==> src/rtl/data_mem_responder.sv <==
// Data-memory responder: accepts word/byte load/store requests, inserts
// WAIT_STATES wait cycles, performs the access on an internal word array.
module data_mem_responder #(
    parameter int ADDR_WIDTH  = 7,
    parameter int WAIT_STATES = 2
) (
    input  logic                  clock,
    input  logic                  reset_n,
    input  logic                  req_valid,
    output logic                  req_ready,
    input  logic                  req_write,
    input  logic                  req_byte,
    input  logic [ADDR_WIDTH-1:0] req_addr,
    input  logic [31:0]           req_wdata,
    output logic                  resp_valid,
    input  logic                  resp_ready,
    output logic [31:0]           resp_rdata,
    output logic                  resp_error
);

    localparam int DEPTH = 1 << (ADDR_WIDTH - 2);
    localparam int CNT_W = (WAIT_STATES > 1) ? $clog2(WAIT_STATES + 1) : 1;

    typedef enum logic [1:0] {S_IDLE, S_WAIT, S_ACCESS, S_RESP} state_t;

    state_t                  state, state_nx;
    logic [CNT_W-1:0]        cnt;
    logic                    lat_write, lat_byte;
    logic [ADDR_WIDTH-1:0]   lat_addr;
    logic [31:0]             lat_wdata;
    logic [31:0]             mem [DEPTH];

    logic [ADDR_WIDTH-3:0]   word_idx;
    logic [1:0]              lane;
    logic [31:0]             cur_word, merged_word, mem_wdata, access_rdata;
    logic                    access_error, mem_we;

    assign word_idx  = lat_addr[ADDR_WIDTH-1:2];
    assign lane      = lat_addr[1:0];
    assign req_ready = (state == S_IDLE);

    // Access datapath; byte stores are a read-modify-write of the addressed word
    always_comb begin
        cur_word     = mem[word_idx];
        access_error = !lat_byte && (lane != 2'd0);
        merged_word  = cur_word;
        merged_word[{lane, 3'b000} +: 8] = lat_wdata[7:0];
        mem_wdata    = lat_byte ? merged_word : lat_wdata;
        mem_we       = (state == S_ACCESS) && lat_write && !access_error;
        access_rdata = '0;
        if (!lat_write && !access_error)
            access_rdata = lat_byte ? {24'b0, cur_word[{lane, 3'b000} +: 8]} : cur_word;
    end

    always_comb begin
        state_nx = state;
        case (state)
            S_IDLE:   if (req_valid) state_nx = (WAIT_STATES == 0) ? S_ACCESS : S_WAIT;
            S_WAIT:   if (cnt == CNT_W'(1)) state_nx = S_ACCESS;
            S_ACCESS: state_nx = S_RESP;
            S_RESP:   if (resp_ready) state_nx = S_IDLE;
            default:  state_nx = S_IDLE;
        endcase
    end

    always_ff @(posedge clock or negedge reset_n) begin
        if (!reset_n) state <= S_IDLE;
        else          state <= state_nx;
    end

    always_ff @(posedge clock or negedge reset_n) begin
        if (!reset_n) begin
            cnt        <= '0;
            lat_write  <= 1'b0;
            lat_byte   <= 1'b0;
            lat_addr   <= '0;
            lat_wdata  <= '0;
            resp_valid <= 1'b0;
            resp_rdata <= '0;
            resp_error <= 1'b0;
        end else begin
            case (state)
                S_IDLE: if (req_valid) begin
                    lat_write <= req_write;
                    lat_byte  <= req_byte;
                    lat_addr  <= req_addr;
                    lat_wdata <= req_wdata;
                    cnt       <= CNT_W'(WAIT_STATES);
                end
                S_WAIT: cnt <= cnt - CNT_W'(1);
                S_ACCESS: begin
                    resp_valid <= 1'b1;
                    resp_rdata <= access_rdata;
                    resp_error <= access_error;
                end
                S_RESP: if (resp_ready) begin
                    resp_valid <= 1'b0;
                    resp_rdata <= '0;
                    resp_error <= 1'b0;
                end
                default: ;
            endcase
        end
    end

    // Array is never reset; a reset before ACCESS leaves it untouched
    always_ff @(posedge clock) begin
        if (mem_we) mem[word_idx] <= mem_wdata;
    end

endmodule

==> config.mk <==
export PLATFORM = sky130hd
export DESIGN_NAME = data_mem_responder
export DESIGN_NICKNAME = d
export VERILOG_FILES = /design/src/rtl/data_mem_responder.sv
export SDC_FILE = /design/constraint.sdc
export NUM_CORES = 1
export LEC_CHECK = 0
export CAP_MARGIN = 20
export CORE_MARGIN = 1
export CORE_UTILIZATION = 62
export CTS_CLUSTER_SIZE = 8
export DETAILED_ROUTE_END_ITERATION = 6
export DONT_BUFFER_PORTS = 1
export GPL_ROUTABILITY_DRIVEN = 0
export PLACE_DENSITY = 0.78
export SYNTH_ARGS = -nofsm -noshare
export SYNTH_HDL_FRONTEND = slang
export SYNTH_SLANG_ARGS = --single-unit
export TNS_END_PERCENT = 5
==> constraint.sdc <==
create_clock -name clock -period 6.5 [get_ports clock]
set_input_delay 1.3 -clock clock [delete_from_list [all_inputs] [get_ports clock]]
set_output_delay 1.3 -clock clock [all_outputs]
set_load 0.005 [all_outputs]
==> flow_summary_export.csv <==
group,metric,value,unit
sta,relSlewSlack,17.6,%
sta,hold_viol,0,
global_route,first_global_vias,25400,
routing,dr_total_vias,25900,
sta,final.setup.tns,0,ns
worst_setup_path,critPathSlowestCell,"nor2_4",
pwr,switching_share,34.7,%
sta,clock_skew,0.0320,ns
floorplan,io-pin-count,80,
yosys,syn-instance-count,2433,
global_route,grt_use_total,37.3,%
global_route,use_met3,12.8,%
pwr,peakVddDrop,0.400,mV
finish,area_delta_synth_final,14.6,%
finish,fin_util,71.7,%
global_route,gr-total-overflow,0,
floorplan,row_count,96,
routing,wl_per_cell,36.2,um
floorplan,dieArea,0.0703,mm^2
global_route,grt_start_max_net_pins,94,
finish,stdcell_area,0.0492,mm^2
worst_setup_path,cp_max_fo,18,
worst_setup_path,required,6.86,ns
hold_path,min_path_type,"input pin to async pin",
clocking,cts-resized-gates,0,
worst_setup_path,r2r_cells,7,
pwr,power.density,534,mW/mm^2
yosys,syn_nets,2488,
worst_setup_path,startpoint_type,"register",
sta,setup_violations,0,
pwr,p_seq_share,41.4,%
placement,placed_area,0.0446,mm^2
clocking,clk_pin_slew_worst_paths,0.05,ns
worst_setup_path,rr_endpoint,"mem[29][4]$_DFFE_PP_",
global_route,use_met2,55.4,%
routing,wl,131000,um
global_route,grt_most_used_layer,"met2",
worst_setup_path,critPathTopFamily,"simple AND/OR/NAND/NOR gates",
global_route,grt_pass1_wl,181000,um
floorplan,dieWidth,265,um
clocking,htreeDepth,4,
worst_setup_path,r2r_slack,2.14,ns
floorplan,fp.coreArea,0.0686,mm^2
pwr,intPower,17100,uW
yosys,ys_types,42,
yosys,syn_area,0.0429,mm^2
floorplan,chipHeight,265,um
status,status,"finished, final reports clean",
sta,drv_slew,0,
placement,port_buffers,0,
pwr,power_switching,9110,uW
global_route,antenna_found_initial,6,
floorplan,start_util,62.6,%
routing,drc,0,
clocking,clock-sinks,1103,
worst_setup_path,cp_cell_sequence,"inv_1 -> ha_1 -> nor2_1 -> nor2b_1 -> nand4b_1 -> nor2_4 -> buf_4",
yosys,avgSynthCellArea,17.6,um^2
yosys,seq_area_frac_synth,76.3,%
global_route,met1_usage,47.4,%
clocking,cts_tree,"built",
pwr,pwr-share-clk,28.3,%
finish,drive_gt1_share,14.2,%
yosys,ys_seq_elements,1103,
sta,rsz0062_at_grt,"no",
clocking,cts_hold_buf,0,
worst_setup_path,crit_type,"register to register",
placement,hpwl,73000,um
routing,drtIter0Drc,4794,
routing,ant_nets,0,
sta,finalCriticalPeriod,4.36,ns
clocking,numCtsBuffers,155,
sta,tightest_slew,1.23,ns
finish,num-nets-final,2611,
worst_setup_path,cp_slowest_stage_delay,1.04,ns
clocking,clkLatencyLatePin,0.74,ns
routing,dr.pass1.iters,6,
finish,num-fill-cells,3960,
sta,fmax,229,MHz
clocking,cts_post_setup_buffers_inserted,0,
worst_setup_path,critical_path.n_buffers_inverters,2,
worst_setup_path,cp-end-kind,"register",
clocking,cts.path.max_buffers,3,
sta,timing.final.crit_share,67.1,%
pwr,p_comb_share,30.3,%
pwr,p_leak,0.0173,uW
clocking,root_buffer,"clkbuf_16",
yosys,ys_warn_count,0,
worst_setup_path,crit-reg2reg-launch,"lat_addr[0]$_DFFE_PN0P_",
job,drv_cap,0,
routing,via_per_inst,7.17,
worst_setup_path,arrival,4.72,ns
-- cell type report --
type	count	area, um^2	area share (%)
Antenna cell	3	7.51	0.0153
Clock buffer	269	4410	8.97
Clock inverter	7	83.8	0.170
Inverter	12	45.0	0.0916
Timing Repair Buffer	111	975	1.98
Sequential cell	1103	32700	66.5
Multi-Input combinational cell	1173	9770	19.9
Tap cell	931	1160	2.37
-- state kept, by name, summed over array words and instances, names as in the netlist --
name        count
resp_error      1
cnt             2
resp_valid      1
lat_write       1
mem          1024
lat_addr        7
lat_byte        1
state           2
lat_wdata      32
resp_rdata     32
-- per-stage QoR --
stage	cells	hold WS (ns)	total power (uW)	worst slack [ns]
after floorplan	2433	0.473	15500	2.22
after CTS	3601	0.242	25800	2.18
final	3609	0.251	26200	2.14
after global routing	3607	0.242	26800	2.08
after global placement	3318	0.489	18100	2.36
after detailed placement	3325	0.495	18400	2.26
-- worst max-delay path by stage --
| stage | cells after the start | from | to | slack [ns] |
|---|---|---|---|---|
| floorplan | 8 | lat_addr[1]$_DFFE_PN0P_ | mem[24][0]$_DFFE_PP_ | 2.22 |
| global placement | 5 | lat_addr[1]$_DFFE_PN0P_ | mem[12][11]$_DFFE_PP_ | 2.36 |
| detailed placement | 8 | lat_addr[4]$_DFFE_PN0P_ | mem[12][31]$_DFFE_PP_ | 2.26 |
| CTS | 8 | lat_addr[4]$_DFFE_PN0P_ | mem[29][31]$_DFFE_PP_ | 2.18 |
| global route | 7 | lat_addr[0]$_DFFE_PN0P_ | mem[29][1]$_DFFE_PP_ | 2.08 |
| finish | 7 | lat_addr[0]$_DFFE_PN0P_ | mem[29][4]$_DFFE_PP_ | 2.14 |
-- synthesized netlist by cell type --
| cell type | count | area (um^2) |
|---|---|---|
| nand2_1 | 47 | 176 |
| or3_1 | 2 | 12.5 |
| nand4_1 | 3 | 18.8 |
| o31ai_2 | 3 | 37.5 |
| dfrtp_1 | 79 | 1980 |
| buf_2 | 80 | 400 |
| a221oi_1 | 1 | 8.76 |
| ha_1 | 10 | 125 |
| nand3_1 | 19 | 95.1 |
| o21ai_1 | 4 | 20.0 |
| nand4bb_1 | 6 | 67.6 |
| xnor2_1 | 1 | 8.76 |
| or4_1 | 1 | 7.51 |
| clkbuf_1 | 44 | 165 |
| nor4_1 | 68 | 425 |
| o22ai_1 | 265 | 1660 |
| a311oi_1 | 1 | 8.76 |
| and2_1 | 1 | 6.26 |
| buf_6 | 10 | 113 |
| nor2b_1 | 3 | 18.8 |
| nor2_1 | 57 | 214 |
| nor3b_1 | 1 | 7.51 |
| a22o_1 | 32 | 280 |
| edfxtp_1 | 1024 | 30700 |
| buf_4 | 5 | 37.5 |
| mux2_2 | 41 | 462 |
| inv_1 | 8 | 30.0 |
| buf_1 | 6 | 22.5 |
| nand3b_1 | 3 | 22.5 |
| o31ai_1 | 5 | 37.5 |
| o21ai_0 | 10 | 50.1 |
| nand2_2 | 1 | 6.26 |
| clkinv_1 | 4 | 15.0 |
| or4b_1 | 3 | 30.0 |
| a22oi_1 | 24 | 180 |
| or4b_4 | 1 | 13.8 |
| nor3_1 | 5 | 25.0 |
| nand4b_1 | 5 | 43.8 |
| a21oi_1 | 33 | 165 |
| or3b_2 | 2 | 17.5 |
| a211oi_1 | 1 | 7.51 |
| mux2i_1 | 514 | 5140 |
-- power by group through the flow --
| stage | Combinational, uW | Sequential [uW] | Clock [uW] |
|---|---|---|---|
| floorplan | 4850 | 10600 | 0 |
| global placement | 7200 | 10900 | 0 |
| detailed placement | 7470 | 11000 | 0 |
| CTS | 7570 | 10800 | 7420 |
| global route | 8150 | 10900 | 7740 |
| finish | 7950 | 10900 | 7430 |
-- cells in the final DEF (no fill, tap or decap), types with 4 or more instances in the layout --
cell type  Yosys  final
nand4b_1       5      5
o21ai_0       10     10
ha_1          10     10
buf_4          5     97
o21ai_1        4      4
o31ai_1        5      5
a21oi_1       33     27
inv_6          0      4
nand3_1       19     19
mux2_2        41     41
nand4bb_4      0      4
buf_12         0     10
dfrtp_1       79     77
nor4_1        68     65
a21oi_2        0      6
nor2_1        57     29
nor2_4         0     28
inv_1          8      8
mux2i_1      514    513
clkbuf_1      44    109
o22ai_1      265    265
a22oi_1       24     24
edfxtp_1    1024   1024
a22o_1        32     32
clkinv_1       4      4
nand2_1       47     46
nor3_2         0      4
clkbuf_16      0    160
-- routing by layer --
metal	part of all wire [%]	vias to the layer above
li1	-	10100
met1	33	12500
met2	45	2566
met3	15	643
met4	7.2	2
met5	0.0084	-
-- worst register-to-register path, cell delays in order (launching register included) --
cell      delay (ns)
dfrtp_1         0.60
inv_1           0.30
ha_1            0.39
nor2_1          0.12
nor2b_1         0.21
nand4b_1        0.74
nor2_4          1.04
buf_4           0.57
-- cell families after synthesis --
family	synth area share (%)
buf+inv	1.83
mux	13.1
simple gates	2.82
xor+xnor	0.0204
compound gates	5.72
fa+ha+maj	0.292
flops	76.3
Power figures use the tool's default switching activity.
